--- src/rtl/mld_7_4_pkg.sv ---
// Shared constants and FSM encoding for the (7,4) cyclic code blocks.
// Holds code geometry, the default generator g(x)=1+x+x^3 and encoder states.
package mld_7_4_pkg;

    localparam int N = 7;
    localparam int K = 4;
    localparam int R = 3;

    // Low coefficients {g2,g1,g0}; the x^3 term is implied.
    localparam logic [R-1:0] GEN_POLY_DEFAULT = 3'b011;

    typedef enum logic [1:0] {
        ST_IDLE = 2'd0,
        ST_MSG  = 2'd1,
        ST_PAR  = 2'd2
    } enc_state_t;

    // Coefficient of x^(R+i) reduced mod g(x) is not needed here; this
    // helper gives the bit index carried on a given frame slot (c6 first).
    function automatic logic [2:0] slot_to_index(input logic [2:0] slot);
        return 3'(N - 1) - slot;
    endfunction

endpackage

--- src/rtl/mld_7_4_encoder_lfsr.sv ---
// cyclic_parity_lfsr: W-bit LFSR divider by g(x), shared with syndrome logic.
// Ports: clk, reset (async low), clear, shift, gate (1 = feedback off),
// fb_in (data bit), par (register b0..b[W-1]), par_shift (value after a shift).
module cyclic_parity_lfsr
    import mld_7_4_pkg::*;
#(
    parameter int             W = R,
    parameter logic [W-1:0]   G = GEN_POLY_DEFAULT
) (
    input  logic         clk,
    input  logic         reset,
    input  logic         clear,
    input  logic         shift,
    input  logic         gate,
    input  logic         fb_in,
    output logic [W-1:0] par,
    output logic [W-1:0] par_shift
);

    logic f;

    always_comb begin
        f = gate ? 1'b0 : (fb_in ^ par[W-1]);
        par_shift = '0;
        par_shift[0] = f & G[0];
        for (int i = 1; i < W; i++) begin
            par_shift[i] = par[i-1] ^ (f & G[i]);
        end
    end

    always_ff @(posedge clk or negedge reset) begin
        if (!reset) begin
            par <= '0;
        end else if (clear) begin
            par <= '0;
        end else if (shift) begin
            par <= par_shift;
        end
    end

endmodule

--- src/rtl/mld_7_4_encoder.sv ---
// Systematic (7,4) cyclic encoder: 4-bit message in, 7-bit serial frame out
// (c6 first) with tx_load strobe, plus the completed codeword in parallel.
// Ports: clk, reset (async low), msg_valid/msg/msg_ready handshake,
// tx_bit/tx_load serial stream, codeword [0:6] = c0..c6, codeword_valid pulse.
// Optional macro MLD_ENC_ERROR_INJECT_EN adds err_mask [0:6]: emitted c_i is
// XORed with err_mask[i]; codeword still reports the clean word.
module mld_7_4_encoder
    import mld_7_4_pkg::*;
#(
    parameter logic [R-1:0] GEN_POLY = GEN_POLY_DEFAULT
) (
    input  logic         clk,
    input  logic         reset,
    input  logic         msg_valid,
    input  logic [K-1:0] msg,
`ifdef MLD_ENC_ERROR_INJECT_EN
    input  logic [0:N-1] err_mask,
`endif
    output logic         msg_ready,
    output logic         tx_bit,
    output logic         tx_load,
    output logic [0:N-1] codeword,
    output logic         codeword_valid
);

    enc_state_t   state;
    enc_state_t   state_n;
    logic [1:0]   cnt;
    logic [1:0]   cnt_n;
    logic [K-1:0] msg_q;
    logic [R-1:0] par_q;

    logic         accept;
    logic         tx_clean_n;
    logic         tx_n;
    logic [2:0]   slot_n;
    logic [2:0]   idx_n;
    logic         done;
    logic         capture_par;
    logic         lfsr_clr;
    logic         lfsr_shift;
    logic         lfsr_gate;
    logic         fb_bit;
    logic [R-1:0] par;
    logic [R-1:0] par_shift;
    logic [0:N-1] err_cur;

`ifdef MLD_ENC_ERROR_INJECT_EN
    logic [0:N-1] err_q;

    // The first bit of a frame is chosen on the accepting edge, before
    // the mask has been latched, so take it straight from the port then.
    assign err_cur = accept ? err_mask : err_q;
`else
    assign err_cur = '0;
`endif

    // Ready in idle and on the last parity slot for gap-free frames.
    assign msg_ready = (state == ST_IDLE) ||
                       ((state == ST_PAR) && (cnt == 2'd2));
    assign accept    = msg_valid & msg_ready;
    assign tx_load   = (state != ST_IDLE);

    // Message bit currently on the line feeds the divider.
    assign fb_bit    = msg_q[2'd3 - cnt];

    cyclic_parity_lfsr #(
        .W (R),
        .G (GEN_POLY)
    ) u_lfsr (
        .clk       (clk),
        .reset     (reset),
        .clear     (lfsr_clr),
        .shift     (lfsr_shift),
        .gate      (lfsr_gate),
        .fb_in     (fb_bit),
        .par       (par),
        .par_shift (par_shift)
    );

    always_comb begin
        state_n     = state;
        cnt_n       = cnt;
        tx_clean_n  = 1'b0;
        slot_n      = 3'd0;
        done        = 1'b0;
        capture_par = 1'b0;
        lfsr_clr    = 1'b0;
        lfsr_shift  = 1'b0;
        lfsr_gate   = 1'b0;

        unique case (state)
            ST_IDLE: begin
                state_n = ST_IDLE;
            end
            ST_MSG: begin
                lfsr_shift = 1'b1;
                if (cnt == 2'd3) begin
                    // Next slot is c2 = b2 after this final division step.
                    state_n    = ST_PAR;
                    cnt_n      = 2'd0;
                    tx_clean_n = par_shift[R-1];
                    slot_n     = 3'd4;
                end else begin
                    cnt_n      = cnt + 2'd1;
                    tx_clean_n = msg_q[2'd2 - cnt];
                    slot_n     = {1'b0, cnt} + 3'd1;
                end
            end
            ST_PAR: begin
                lfsr_shift = 1'b1;
                lfsr_gate  = 1'b1;
                if (cnt == 2'd0) begin
                    capture_par = 1'b1;
                end
                if (cnt == 2'd2) begin
                    state_n = ST_IDLE;
                    cnt_n   = 2'd0;
                    done    = 1'b1;
                end else begin
                    // With feedback off, b2 after the shift is today's b1.
                    cnt_n      = cnt + 2'd1;
                    tx_clean_n = par_shift[R-1];
                    slot_n     = {1'b0, cnt} + 3'd5;
                end
            end
            default: begin
                state_n = ST_IDLE;
                cnt_n   = 2'd0;
            end
        endcase

        if (accept) begin
            state_n    = ST_MSG;
            cnt_n      = 2'd0;
            tx_clean_n = msg[K-1];
            slot_n     = 3'd0;
            lfsr_clr   = 1'b1;
        end
    end

    assign idx_n = slot_to_index(slot_n);
    assign tx_n  = (state_n != ST_IDLE) & (tx_clean_n ^ err_cur[idx_n]);

    always_ff @(posedge clk or negedge reset) begin
        if (!reset) begin
            state          <= ST_IDLE;
            cnt            <= 2'd0;
            msg_q          <= '0;
            par_q          <= '0;
            tx_bit         <= 1'b0;
            codeword       <= '0;
            codeword_valid <= 1'b0;
        end else begin
            state          <= state_n;
            cnt            <= cnt_n;
            tx_bit         <= tx_n;
            codeword_valid <= done;
            if (accept) begin
                msg_q <= msg;
            end
            if (capture_par) begin
                par_q <= par;
            end
            if (done) begin
                codeword <= {par_q[0], par_q[1], par_q[2],
                             msg_q[0], msg_q[1], msg_q[2], msg_q[3]};
            end
        end
    end

`ifdef MLD_ENC_ERROR_INJECT_EN
    always_ff @(posedge clk or negedge reset) begin
        if (!reset) begin
            err_q <= '0;
        end else if (accept) begin
            err_q <= err_mask;
        end
    end
`endif

endmodule

--- config.mk ---
export PLATFORM = sky130hd
export DESIGN_NAME = mld_7_4_encoder
export DESIGN_NICKNAME = d
export VERILOG_FILES = /design/src/rtl/mld_7_4_pkg.sv /design/src/rtl/mld_7_4_encoder_lfsr.sv /design/src/rtl/mld_7_4_encoder.sv
export SDC_FILE = /design/constraint.sdc
export NUM_CORES = 1
export LEC_CHECK = 0
export BUFFER_PORTS_ARGS = -buffer_cell sky130_fd_sc_hd__buf_2
export CAP_MARGIN = 20
export CORE_MARGIN = 2
export CORE_UTILIZATION = 49
export DETAILED_ROUTE_END_ITERATION = 12
export PLACE_DENSITY = 0.73
export RECOVER_POWER = 100
export SYNTH_ARGS = -nofsm -noshare
export SYNTH_HDL_FRONTEND = slang
export SYNTH_SLANG_ARGS = --single-unit
--- constraint.sdc ---
create_clock -name clk -period 1.8 [get_ports clk]
set_input_delay 0.45 -clock clk [delete_from_list [all_inputs] [get_ports clk]]
set_output_delay 0.45 -clock clk [all_outputs]
set_load 0.02 [all_outputs]
Word level (Yosys, flattened, before mapping) --
Memories as Yosys holds them, arrays and structs flattened. Index checks and enable logic that the tools add are counted.
Operators by class: add/sub/neg operators 6, order comparisons 3, equality and inequality tests 5, muxes and demuxes 32, bitwise operators 6, reductions and logical operators 8
Operators by type and width (number):
- $mux 1 | 15
- $mux 3 | 5
- $mux 2 | 6
- $eq 2x2->1 const B | 3
- $lt 2x3->1 const B | 2
- $pmux 2 s3 | 1
- $pmux 3 s2 | 1
- $reduce_bool 2->1 | 3
- $bmux 1 s2 | 2
- $ge 4x4->1 const B | 1
- $logic_not 2->1 | 2
- $not 3->4 | 1
- $pmux 2 s2 | 1
- $sub 2x2->2 const A | 2
- $add 2x1->3 const B | 1
- $add 2x3->3 const B | 1
- $sub 3x3->3 const A | 1
- $xor 1x1->1 | 3
- $add 2x1->2 const B | 1
- $and 1x1->1 | 2
- $eq 2x1->1 const B | 1
- $ne 2x2->1 const B | 1
- $pmux 1 s2 | 1
- $reduce_or 2->1 | 1
- 2 further kinds | 2
Storage, ports and cells: flip-flop bits (word level) 23, bits in read-only memories 8, bits of input ports 7, logic and storage cells 69, memories 1
Memories:
- (no name shown) | words 8, width 1, read ports 1, clocked after Yosys merged registers in 0, wr ports 0, RTL line mld_7_4_encoder.sv:143 | assign tx_n = (state_n != ST_IDLE) & (tx_clean_n ^ err_cur[idx_n]);

Logic depth before layout (Yosys ltp) --
Gate-level depths: netlist (run 1).
depth in word-level cells 12, depth in mapped cells 7, depth with buffers taken out 7

Hierarchy --
Synthesis (run 1) repeated with hierarchy kept, for this count alone.
Second synthesis, totals: cell total of the unflattened synthesis 98, area, all modules 1184.9 µm²
By module, submodules not included:
- mld_7_4_encoder | times used 1, cells an instance 81, area each 1021.0 µm², sequential area each 500.5 µm²
- cyclic_parity_lfsr | times used 1, cells an instance 17, area each 163.9 µm², sequential area each 75.1 µm²

Least setup slack after synthesis (run 1) --
OpenSTA, ideal clock, no wires.
kind reg-to-reg, start point register cnt[0], end point register tx_bit, setup time 0.134 ns, data arrival time 1.854 ns, data required time 1.666 ns, slack -0.188 ns, stages on the path, launching flop included 7, clock period less this slack 1.988 ns, cells stage by stage dfrtp_1 inv_1 ha_1 mux4_1 mux2_2 a41oi_1 o22ai_1
On the way: longest elaborated chain between the ends 12, elaborated cells on any way between the ends 30, classes of those cells add/sub (4); eq/ne (2); mux (16); bitwise (4); reduce/logical (3); memory (1)
Ends and longest elaborated chain:
- from (decl) | RTL line mld_7_4_encoder.sv:28 | logic [1:0] cnt;
- from (signal assigned) | RTL line mld_7_4_encoder.sv:156 | cnt <= cnt_n;
- parallel branches: the longest is 11 deep, another holds $add 2x3->3
- $and 1x1->1 (*) | RTL line mld_7_4_encoder.sv:143
- named net tx_n | RTL line mld_7_4_encoder.sv:35 | logic tx_n;
- to (signal assigned) | RTL line mld_7_4_encoder.sv:157 | tx_bit <= tx_n;
- to (decl) | RTL line mld_7_4_encoder.sv:20 | output logic tx_bit,
Mark *: on every way through the listed nets, which the timed path passes. The select of a mux whose other input is x is not followed. A chain may end at the register's enable or synchronous reset.

Final worst setup path (run 1) --
start point register cnt[1], end point output port msg_ready
On the way: longest elaborated chain between the ends 3
Ends and longest elaborated chain:
- $eq 2x2->1 | RTL line mld_7_4_encoder.sv:60 | ((state == ST_PAR) && (cnt == 2'd2));
- $logic_and 1x1->1 | RTL line mld_7_4_encoder.sv:60
- $logic_or 1x1->1 | RTL line mld_7_4_encoder.sv:59 | assign msg_ready = (state == ST_IDLE) ||
- to (decl) | RTL line mld_7_4_encoder.sv:19 | output logic msg_ready,
No other way between the ends.

==> flow_metrics.py, run 1 <==
metrics = {
    "status": {
        "outcome": "complete, but fails checks",
        "violations": "setup timing",
    },
    "critical_path": {
        "critical_path_arrival_ns": 1.35,
        "crit_type": "reg -> out",
        "endpoint_kind": "output pin",
        "cp_max_fo": 4,
        "crit_cells": 5,
        "critical_path.max_stage_delay_ns": 0.42,
        "required_ns": 1.35,
        "cp_slowest_cell": "dfrtp_1",
        "crit_path_start_kind": "register",
        "critPathBufInv": 2,
        "cpLargestDelayFamily": "flip-flops",
        "crit_chain": "buf_4, ha_4, nand2_2, nand2_1, buf_6",
        "worst-r2r-cell-count": 6,
    },
    "yosys": {
        "yosysWarnings": 0,
        "synth.top_cells.by_area": "dfrtp_1 49%, mux2_2 14%, ha_1 9.7%",
        "synth_area_um2": 1160,
        "synthesis.nets": 111,
        "yosys.area.top_type": "dfrtp_1",
        "avgSynthCellArea_um2": 12.3,
        "synth_cells": 95,
        "yosysTopAreaCellShare_pct": 49.4,
        "ys_types": 27,
        "yosysSeqAreaShare_pct": 49.4,
        "ys_ff_latch": 23,
    },
    "power": {
        "irDropWorstVdd_uv": 648,
        "total_power_mw": 1.08,
        "p_per_area_nw_per_um2": 742,
        "leakagePower_nw": 0.651,
    },
    "final_layout": {
        "fin_util_pct": 65.4,
        "finalNonFillerCells": 159,
        "final_area_um2": 1460,
        "n_antenna_cell": 0,
        "final_nets": 148,
        "drive_above_1_share_pct": 37.4,
        "synthToLayoutAreaGrowth_pct": 25.3,
    },
    "placement": {
        "placed_area_um2": 1370,
        "numPlacedInstances": 148,
        "finalWeightedCongestion": 0.857,
        "port_buffers": 17,
        "hpwl_um": 1760,
        "dpl_worst_slack_ns": -0.0387,
    },
    "min_path": {
        "hold_class": "in -> async",
    },
    "die": {
        "initial_core_util_pct": 52.2,
        "rows": 17,
        "coreArea_um2": 2230,
        "die_h_um": 52.8,
        "ios": 18,
        "die-area_um2": 2780,
        "die_w_um": 52.8,
    },
    "cts": {
        "clockBufferDepth": 2,
        "clk_pin_slew_ns": 0.13,
        "cts_made_buffers": 3,
        "clockRootBuffer": "clkbuf_4",
        "htreeDepth": 1,
        "cts_tree": "built",
        "clk_latency_ns": 0.31,
        "postCtsHoldBufs": 0,
        "clkSinkCount": 23,
    },
    "routing": {
        "totalWireLength_um": 2380,
        "vias": 860,
        "drt_first_iter_violations": 8,
        "via_per_inst": 5.41,
        "drc": 0,
        "first_pass_iters": 4,
        "wl_per_cell_um": 15.0,
        "ant_nets": 0,
    },
    "grt": {
        "grt_pass1_vias": 898,
        "gr-usage-met3_pct": 4.00,
        "antenna_found_initial": 0,
        "grt.met2_usage_pct": 32.7,
        "overflow": 0,
        "grt_use_total_pct": 20.4,
        "grt-busiest-layer": "met2",
        "grt_pass1_wl_um": 4100,
        "grtUsageMet1_pct": 28.1,
        "grt_max_degree": 24,
    },
    "job": {
        "maxCapViolCount": 0,
    },
    "sta": {
        "holdWs_ns": 0.355,
        "post-route-period-util_pct": 100,
        "relSlewSlack_pct": 19.0,
        "setup_tns_ns": -0.00216,
        "worst_slew_pin_slew_ns": 1.21,
        "rsz0062_at_grt": "true",
        "timing.final.crit_period_ns": 1.80,
        "hold_viol": 0,
        "finalSetupViolCount": 1,
        "skew_ns": 0.00917,
        "maxSlewViolCount": 0,
        "setup_slack_ns": -0.00216,
        "fmax_mhz": 555,
    },
}
==> cell type report <==
| type | count | area, um^2 |
|---|---|---|
| clock buffers | 3 | 22.5 |
| flip-flops and latches | 23 | 577 |
| repair buffers | 33 | 188 |
| well taps | 28 | 35.0 |
| inverters | 8 | 30.0 |
| multi-input cells | 63 | 601 |
| fillers | 186 | 773 |
| clock inverters | 1 | 7.51 |
==> layer usage <==
| layer | share of wire (%) | routed length (um) | vias to the layer above |
|---|---|---|---|
| met3 | 3.4 | 82 | 4 |
| met4 | 1.0 | 24 | 0 |
| met1 | 45 | 1080 | 427 |
| met2 | 50 | 1190 | 17 |
| met5 | 0 | 0 | - |
| li1 | - | - | 412 |
==> flip-flops by register name (all words and copies together), names as in the netlist <==
register	flops
tx_bit	1
par_q	3
codeword_valid	1
codeword	7
msg_q	4
state	2
cnt	2
u_lfsr.par	3
==> synth_stat cells <==
library cell,n
a22oi_1,2
a21oi_1,4
o31ai_1,2
clkbuf_1,1
nand2_2,1
mux2_2,14
o21a_1,1
mux2i_1,1
o22ai_1,1
o21ai_0,3
or3_1,1
nand4b_1,1
o211ai_1,1
a31oi_1,2
nand2_1,6
a41oi_1,1
ha_1,9
xnor2_1,1
o21ai_2,1
o31a_1,1
nor3_1,1
inv_1,8
nor2b_1,4
mux4_1,2
nor2_1,2
nor3b_1,1
dfrtp_1,23
==> layout by cell type, fill, tap and decap left out, drive strengths merged, types with 2 or more instances in the layout <==
cell type,synthesis,routed
a21oi,4,4
a22oi,2,2
a31oi,2,2
buf,0,17
clkbuf,1,19
dfrtp,23,23
ha,9,9
inv,8,8
mux2,14,14
mux4,2,2
nand2,7,7
nor2,2,2
nor2b,4,4
o21ai,4,4
o31ai,2,2
==> power breakdown <==
part | internal [mW] | switching (mW)
sequential | 0.555 | 0.0407
clock | 0.0847 | 0.155
combinational | 0.128 | 0.120
total | 0.767 | 0.316
==> what timing repair did <==
item                       in CTS  in global routing
pin swaps                       5                  0
buffers inserted                5                  2
resized for setup               6                  4
setup endpoints to repair       3                  4
==> worst register-to-register path, stage by stage (launching register included) <==
cell and delay, ns:
dfrtp_1 0.40, inv_2 0.06, ha_4 0.27, mux4_2 0.48
mux2_4 0.28, a41oi_2 0.12, o22ai_1 0.09
==> final timing paths <==
check / start / to / slack, ns
setup / recovery: cnt[1] / msg_ready / -0.002
hold / removal: reset / msg_q[0] / 0.36
setup reg to reg: cnt[1] / tx_bit / -0.002
hold reg to reg: codeword[1] / codeword[1] / 0.52
max in group asynchronous: reset / cnt[0] / 0.64
min in group clk: msg[0] / msg_q[0] / 0.36
==> logic make-up (layout without fill, tap and decap cells) <==
logic type	count (synthesis)	count (layout)	share of synthesized area (%)
AO/OA/AOI/OAI	19	19	10.7
XOR/XNOR	1	1	0.752
AND/OR/NAND/NOR	17	17	7.63
flip-flops	23	23	49.4
buffers and inverters	9	45	2.90
multiplexers	17	17	18.9
adder cells (fa/ha/maj)	9	9	9.67
(Power assumes the default switching activity.)
==> run 2, diff against run 1 <==
Settings changed: BUFFER_PORTS_ARGS -buffer_cell sky130_fd_sc_hd__buf_2 to -buffer_cell sky130_fd_sc_hd__clkbuf_2, PLACE_DENSITY 0.73 to unset, PLACE_DENSITY_LB_ADDON set to 0.25, SLEW_MARGIN set to 10.
==> run 2 against run 1 <==
  * The flow still finishes with violations (setup timing)
  * Sequential power about the same
  * Non-clock buffer count is 4 lower
  * Clock power up 6%
  * Combinational power about the same
  * Global-route usage increased by 0.11 points
  * Sequential share of layout area about the same
  * Clock skew fell by 0.0050 ns
  * Critical path depth did not move
  * Total power is 1.7% higher
==> flow_metrics.py, run 2 (same netlist as run 1, synthesis figures left out) <==
metrics = {
    "status": {
        "outcome": "complete, but fails checks",
        "violations": "setup timing",
    },
    "sta": {
        "setup_slack_ns": -0.0283,
        "maxSlewViolCount": 0,
        "rsz0062_at_grt": "true",
        "finalSetupViolCount": 2,
        "worst_slew_pin_slew_ns": 1.22,
        "skew_ns": 0.00420,
        "post-route-period-util_pct": 102,
        "timing.final.crit_period_ns": 1.83,
        "relSlewSlack_pct": 18.4,
        "fmax_mhz": 547,
        "hold_viol": 0,
    },
    "routing": {
        "drc": 0,
        "wl_per_cell_um": 15.7,
        "totalWireLength_um": 2430,
        "drt_first_iter_violations": 18,
        "ant_nets": 0,
        "first_pass_iters": 4,
        "via_per_inst": 5.55,
        "vias": 860,
    },
    "final_layout": {
        "mostFrequentLayoutCell": "dfrtp_1",
        "final_cell_mix": "22 x dfrtp_1, 14 x clkbuf_2, 13 x mux2_2, 13 x buf_4",
        "synthToLayoutAreaGrowth_pct": 25.2,
        "n_antenna_cell": 0,
        "final_area_um2": 1460,
        "largest_reg_flops": 7,
        "drive_above_1_share_pct": 47.2,
        "top_register": "codeword",
        "top_regs": "codeword (7), msg_q (4)",
        "final_nets": 144,
    },
    "critical_path": {
        "crit_type": "reg -> out",
        "cpMostUsedCell": "nand2_2",
        "crit_path_start_kind": "register",
        "cp_max_fo": 4,
        "critPathBufInv": 2,
        "cp_slowest_cell": "dfrtp_1",
        "critical_path.max_stage_delay_ns": 0.42,
        "required_ns": 1.35,
        "crit_chain": "buf_4, ha_4, nand2_2, nand2_2, clkbuf_8",
        "cpLargestDelayFamily": "flip-flops",
        "endpoint_kind": "output pin",
        "critical_path_arrival_ns": 1.38,
    },
    "power": {
        "p_per_area_nw_per_um2": 755,
        "irDropWorstVdd_uv": 527,
        "leakagePower_nw": 0.670,
        "total_power_mw": 1.10,
    },
    "grt": {
        "grt.met2_usage_pct": 34.2,
        "grtUsageMet1_pct": 24.8,
        "antenna_found_initial": 0,
        "grt_max_degree": 24,
        "gr-usage-met3_pct": 4.29,
        "grt_pass1_wl_um": 4080,
        "grt-busiest-layer": "met2",
        "grt_use_total_pct": 20.5,
        "overflow": 0,
        "grt_pass1_vias": 908,
    },
    "cts": {
        "clkSinkCount": 23,
        "clk_latency_ns": 0.32,
        "cts_made_buffers": 3,
        "clockRootBuffer": "clkbuf_4",
        "cts_tree": "built",
        "clk_pin_slew_ns": 0.14,
        "clockBufferDepth": 2,
        "htreeDepth": 1,
    },
    "die": {
        "initial_core_util_pct": 52.2,
        "die_w_um": 52.8,
        "coreArea_um2": 2230,
        "die-area_um2": 2780,
        "die_h_um": 52.8,
        "rows": 17,
        "ios": 18,
    },
    "placement": {
        "placed_area_um2": 1360,
        "port_buffers": 17,
        "hpwl_um": 1750,
        "finalWeightedCongestion": 0.826,
    },
    "job": {
        "maxCapViolCount": 0,
    },
    "min_path": {
        "hold_class": "in -> async",
    },
}
-- run 2: changes by cell type in the layout (fill, tap and decap cells not counted), sizes merged --
cell and delta:
buf -4
-- run 2: worst paths after layout --
kind | start | end | slack (ns) | cells past startpoint
worst max-delay path | cnt[1] | msg_ready | -0.03 | 5
worst min-delay path | reset | codeword[0] | 0.35 | 1
worst max register to register | cnt[1] | tx_bit | -0.01 | 6
worst min register to register | par_q[2] | codeword[2] | 0.52 | 1
max in group asynchronous | reset | cnt[0] | 0.65 | 1
min in group clk | msg[2] | msg_q[2] | 0.35 | 2
-- run 2: where the power goes --
part           internal, mW  switching (mW)  leakage, nW
sequential            0.555          0.0420        0.285
clock                0.0850           0.169       0.0139
combinational         0.130           0.121        0.371
-- run 2: stage by stage --
step	hold slack [ns]	TNS (ns)	util (%)	setup slack (ns)	cells
final	0.347	-0.0415	65.3	-0.0283	155
after global routing	0.334	-0.198	65.3	-0.0965	155
after CTS	0.108	-0.105	64.4	-0.0480	155
after detailed placement	0.471	-0.0534	61.0	-0.0333	147
after global placement	0.462	0	61.0	0.0220	147
after floorplan	0.154	-0.0414	-	-0.0414	95
-- run 2: repair_timing --
item	4_1_cts	5_1_grt
setup endpoints to repair	4	7
pin swaps	3	1
resized for setup	5	7
hold buffers	0	0
cloned	0	0
buffers inserted	4	0
-- run 2: cell type report --
cell class,count,area (um^2)
clock buffers,3,22.5
fillers,192,774
flip-flops and latches,23,577
multi-input cells,63,602
clock inverters,1,7.51
inverters,8,30.0
repair buffers,29,185
well taps,28,35.0
-- run 2: worst register-to-register path: cells and delay by family (launching register included) --
kind / cells / cell delay [ns]
adders and majority gates: 1 / 0.27
muxes: 2 / 0.76
buffers and inverters: 1 / 0.06
DFF: 1 / 0.39
AOI/OAI and AO/OA: 2 / 0.22
-- run 2: per-layer routing --
| metal | share of wire (%) | up-vias |
|---|---|---|
| li1 | - | 403 |
| met1 | 46 | 430 |
| met2 | 48 | 19 |
| met3 | 3.2 | 8 |
| met4 | 3.0 | 0 |
| met5 | 0 | - |
==> run 3, diff against run 2 <==
Settings changed: CORE_UTILIZATION 49 to 54, RECOVER_POWER 100 to 50.
Clock period 1.8 ns to 2 ns, I/O delays scaled along.
==> run 3 against run 2 <==
  * The run now ends clean
  * First-iteration DRC count shrank 56%
  * Die area shrank 8.6%
  * Clock skew shrank 0.0026 ns
  * Register-to-register slack gained 0.08 ns
  * Critical path type is now reg -> reg
  * Core utilization grew 5.6 points
  * Routed wire length shrank 10%
  * Total power shrank 13%
==> flow_metrics.py, run 3 (same netlist as run 1, synthesis figures left out) <==
metrics = {
    "status": {
        "outcome": "complete, no violations",
    },
    "sta": {
        "finalSetupViolCount": 0,
        "skew_ns": 0.00161,
        "timing.final.crit_period_ns": 1.93,
        "hold_viol": 0,
        "worst_slew_pin_slew_ns": 1.20,
        "relSlewSlack_pct": 20.2,
        "holdWs_ns": 0.397,
        "maxSlewViolCount": 0,
        "post-route-period-util_pct": 96.5,
        "setup_slack_ns": 0.0698,
        "rsz0062_at_grt": "false",
        "fmax_mhz": 518,
        "setup_tns_ns": 0,
    },
    "routing": {
        "via_per_inst": 5.42,
        "totalWireLength_um": 2180,
        "drt_first_iter_violations": 8,
        "ant_nets": 0,
        "wl_per_cell_um": 14.3,
        "drc": 0,
        "first_pass_iters": 4,
        "vias": 829,
    },
    "die": {
        "initial_core_util_pct": 58.2,
        "rows": 16,
        "coreArea_um2": 2000,
        "ios": 18,
        "die-area_um2": 2540,
        "die_h_um": 50.4,
        "die_w_um": 50.4,
    },
    "power": {
        "total_power_uw": 961,
        "irDropWorstVdd_uv": 660,
        "p_per_area_nw_per_um2": 676,
        "leakagePower_nw": 0.668,
    },
    "final_layout": {
        "final_cell_mix": "23 x dfrtp_1, 14 x mux2_2, 14 x clkbuf_2",
        "top_regs": "codeword (7), msg_q (4)",
        "synthToLayoutAreaGrowth_pct": 21.9,
        "largest_reg_flops": 7,
        "finalNonFillerCells": 153,
        "mostFrequentLayoutCell": "dfrtp_1",
        "fin_util_pct": 70.9,
        "n_antenna_cell": 0,
        "final_area_um2": 1420,
        "top_register": "codeword",
        "n_fill_cell": 153,
        "drive_above_1_share_pct": 41.3,
        "final_nets": 143,
    },
    "placement": {
        "placed_area_um2": 1320,
        "dpl_worst_slack_ns": 0.0319,
        "port_buffers": 17,
        "hpwl_um": 1570,
        "numPlacedInstances": 143,
        "finalWeightedCongestion": 0.838,
    },
    "critical_path": {
        "cpLargestDelayFamily": "multiplexers",
        "cp_slowest_cell": "mux4_2",
        "critPathBufInv": 1,
        "critical_path_arrival_ns": 2.14,
        "cp_max_fo": 2,
        "required_ns": 2.21,
        "critical_path.max_stage_delay_ns": 0.49,
        "crit_path_start_kind": "register",
        "crit_chain": "inv_1, ha_4, mux4_2, mux2_2, a41oi_1, o22ai_1",
        "endpoint_kind": "register",
        "crit_type": "reg -> reg",
    },
    "cts": {
        "cts_tree": "built",
        "clockRootBuffer": "clkbuf_4",
        "clockBufferDepth": 2,
        "cts_made_buffers": 3,
        "clkSinkCount": 23,
        "clk_pin_slew_ns": 0.14,
        "htreeDepth": 1,
        "postCtsHoldBufs": 0,
        "clk_latency_ns": 0.31,
    },
    "grt": {
        "grt_pass1_wl_um": 3720,
        "grt_max_degree": 24,
        "antenna_found_initial": 0,
        "grt_pass1_vias": 840,
        "overflow": 0,
        "grt_use_total_pct": 19.7,
    },
    "min_path": {
        "hold_class": "in -> async",
    },
    "job": {
        "maxCapViolCount": 0,
    },
}
-- run 3: final timing paths --
| path | cells past startpoint | startpoint | end | slack [ns] |
|---|---|---|---|---|
| setup / recovery | 6 | cnt[0] | tx_bit | 0.07 |
| hold / removal | 1 | reset | par_q[0] | 0.40 |
| setup reg to reg | 6 | cnt[0] | tx_bit | 0.07 |
| hold reg to reg | 1 | par_q[0] | codeword[0] | 0.52 |
| max in group asynchronous | 1 | reset | u_lfsr.par[2] | 0.90 |
| min in group clk | 2 | msg[2] | msg_q[2] | 0.41 |
-- run 3: layout make-up --
cell class                      count  area, um^2  share of cell area, %
Inverter                            8        30.0                   2.11
Clock inverter                      1        7.51                  0.529
Timing Repair Buffer               28         164                   11.5
Clock buffer                        3        22.5                   1.59
Sequential cell                    23         576                   40.5
Multi-Input combinational cell     63         587                   41.3
Tap cell                           27        33.8                   2.38
-- run 3: what timing repair did --
action,CTS,global route
endpoints found under the setup margin,1,2
gates resized for setup,4,5
setup buffers,0,6
pin swaps,0,1
-- run 3: report_power, final --
| group | switching, mW | leakage [nW] | internal (mW) | total (mW) |
|---|---|---|---|---|
| Combinational | 0.100 | 0.367 | 0.101 | 0.201 |
| Clock | 0.150 | 0.0139 | 0.0762 | 0.226 |
| Sequential | 0.0345 | 0.287 | 0.499 | 0.534 |
| Total | 0.284 | 0.668 | 0.677 | 0.961 |
-- run 3: worst reg2reg max path, stage by stage (launching register included) --
cell and delay (ns):
dfrtp_1 0.37, inv_1 0.09, ha_4 0.29, mux4_2 0.49, mux2_2 0.27, a41oi_1 0.22, o22ai_1 0.10
-- run 3: per-layer routing --
layer / wire, um / vias up / GRT usage (%)
met2: 1030 / 21 / 32.2
met5: 0 / - / 0
met4: 34 / 0 / 9.46
met3: 79 / 5 / 3.87
met1: 1040 / 399 / 25.0
li1: - / 404 / -
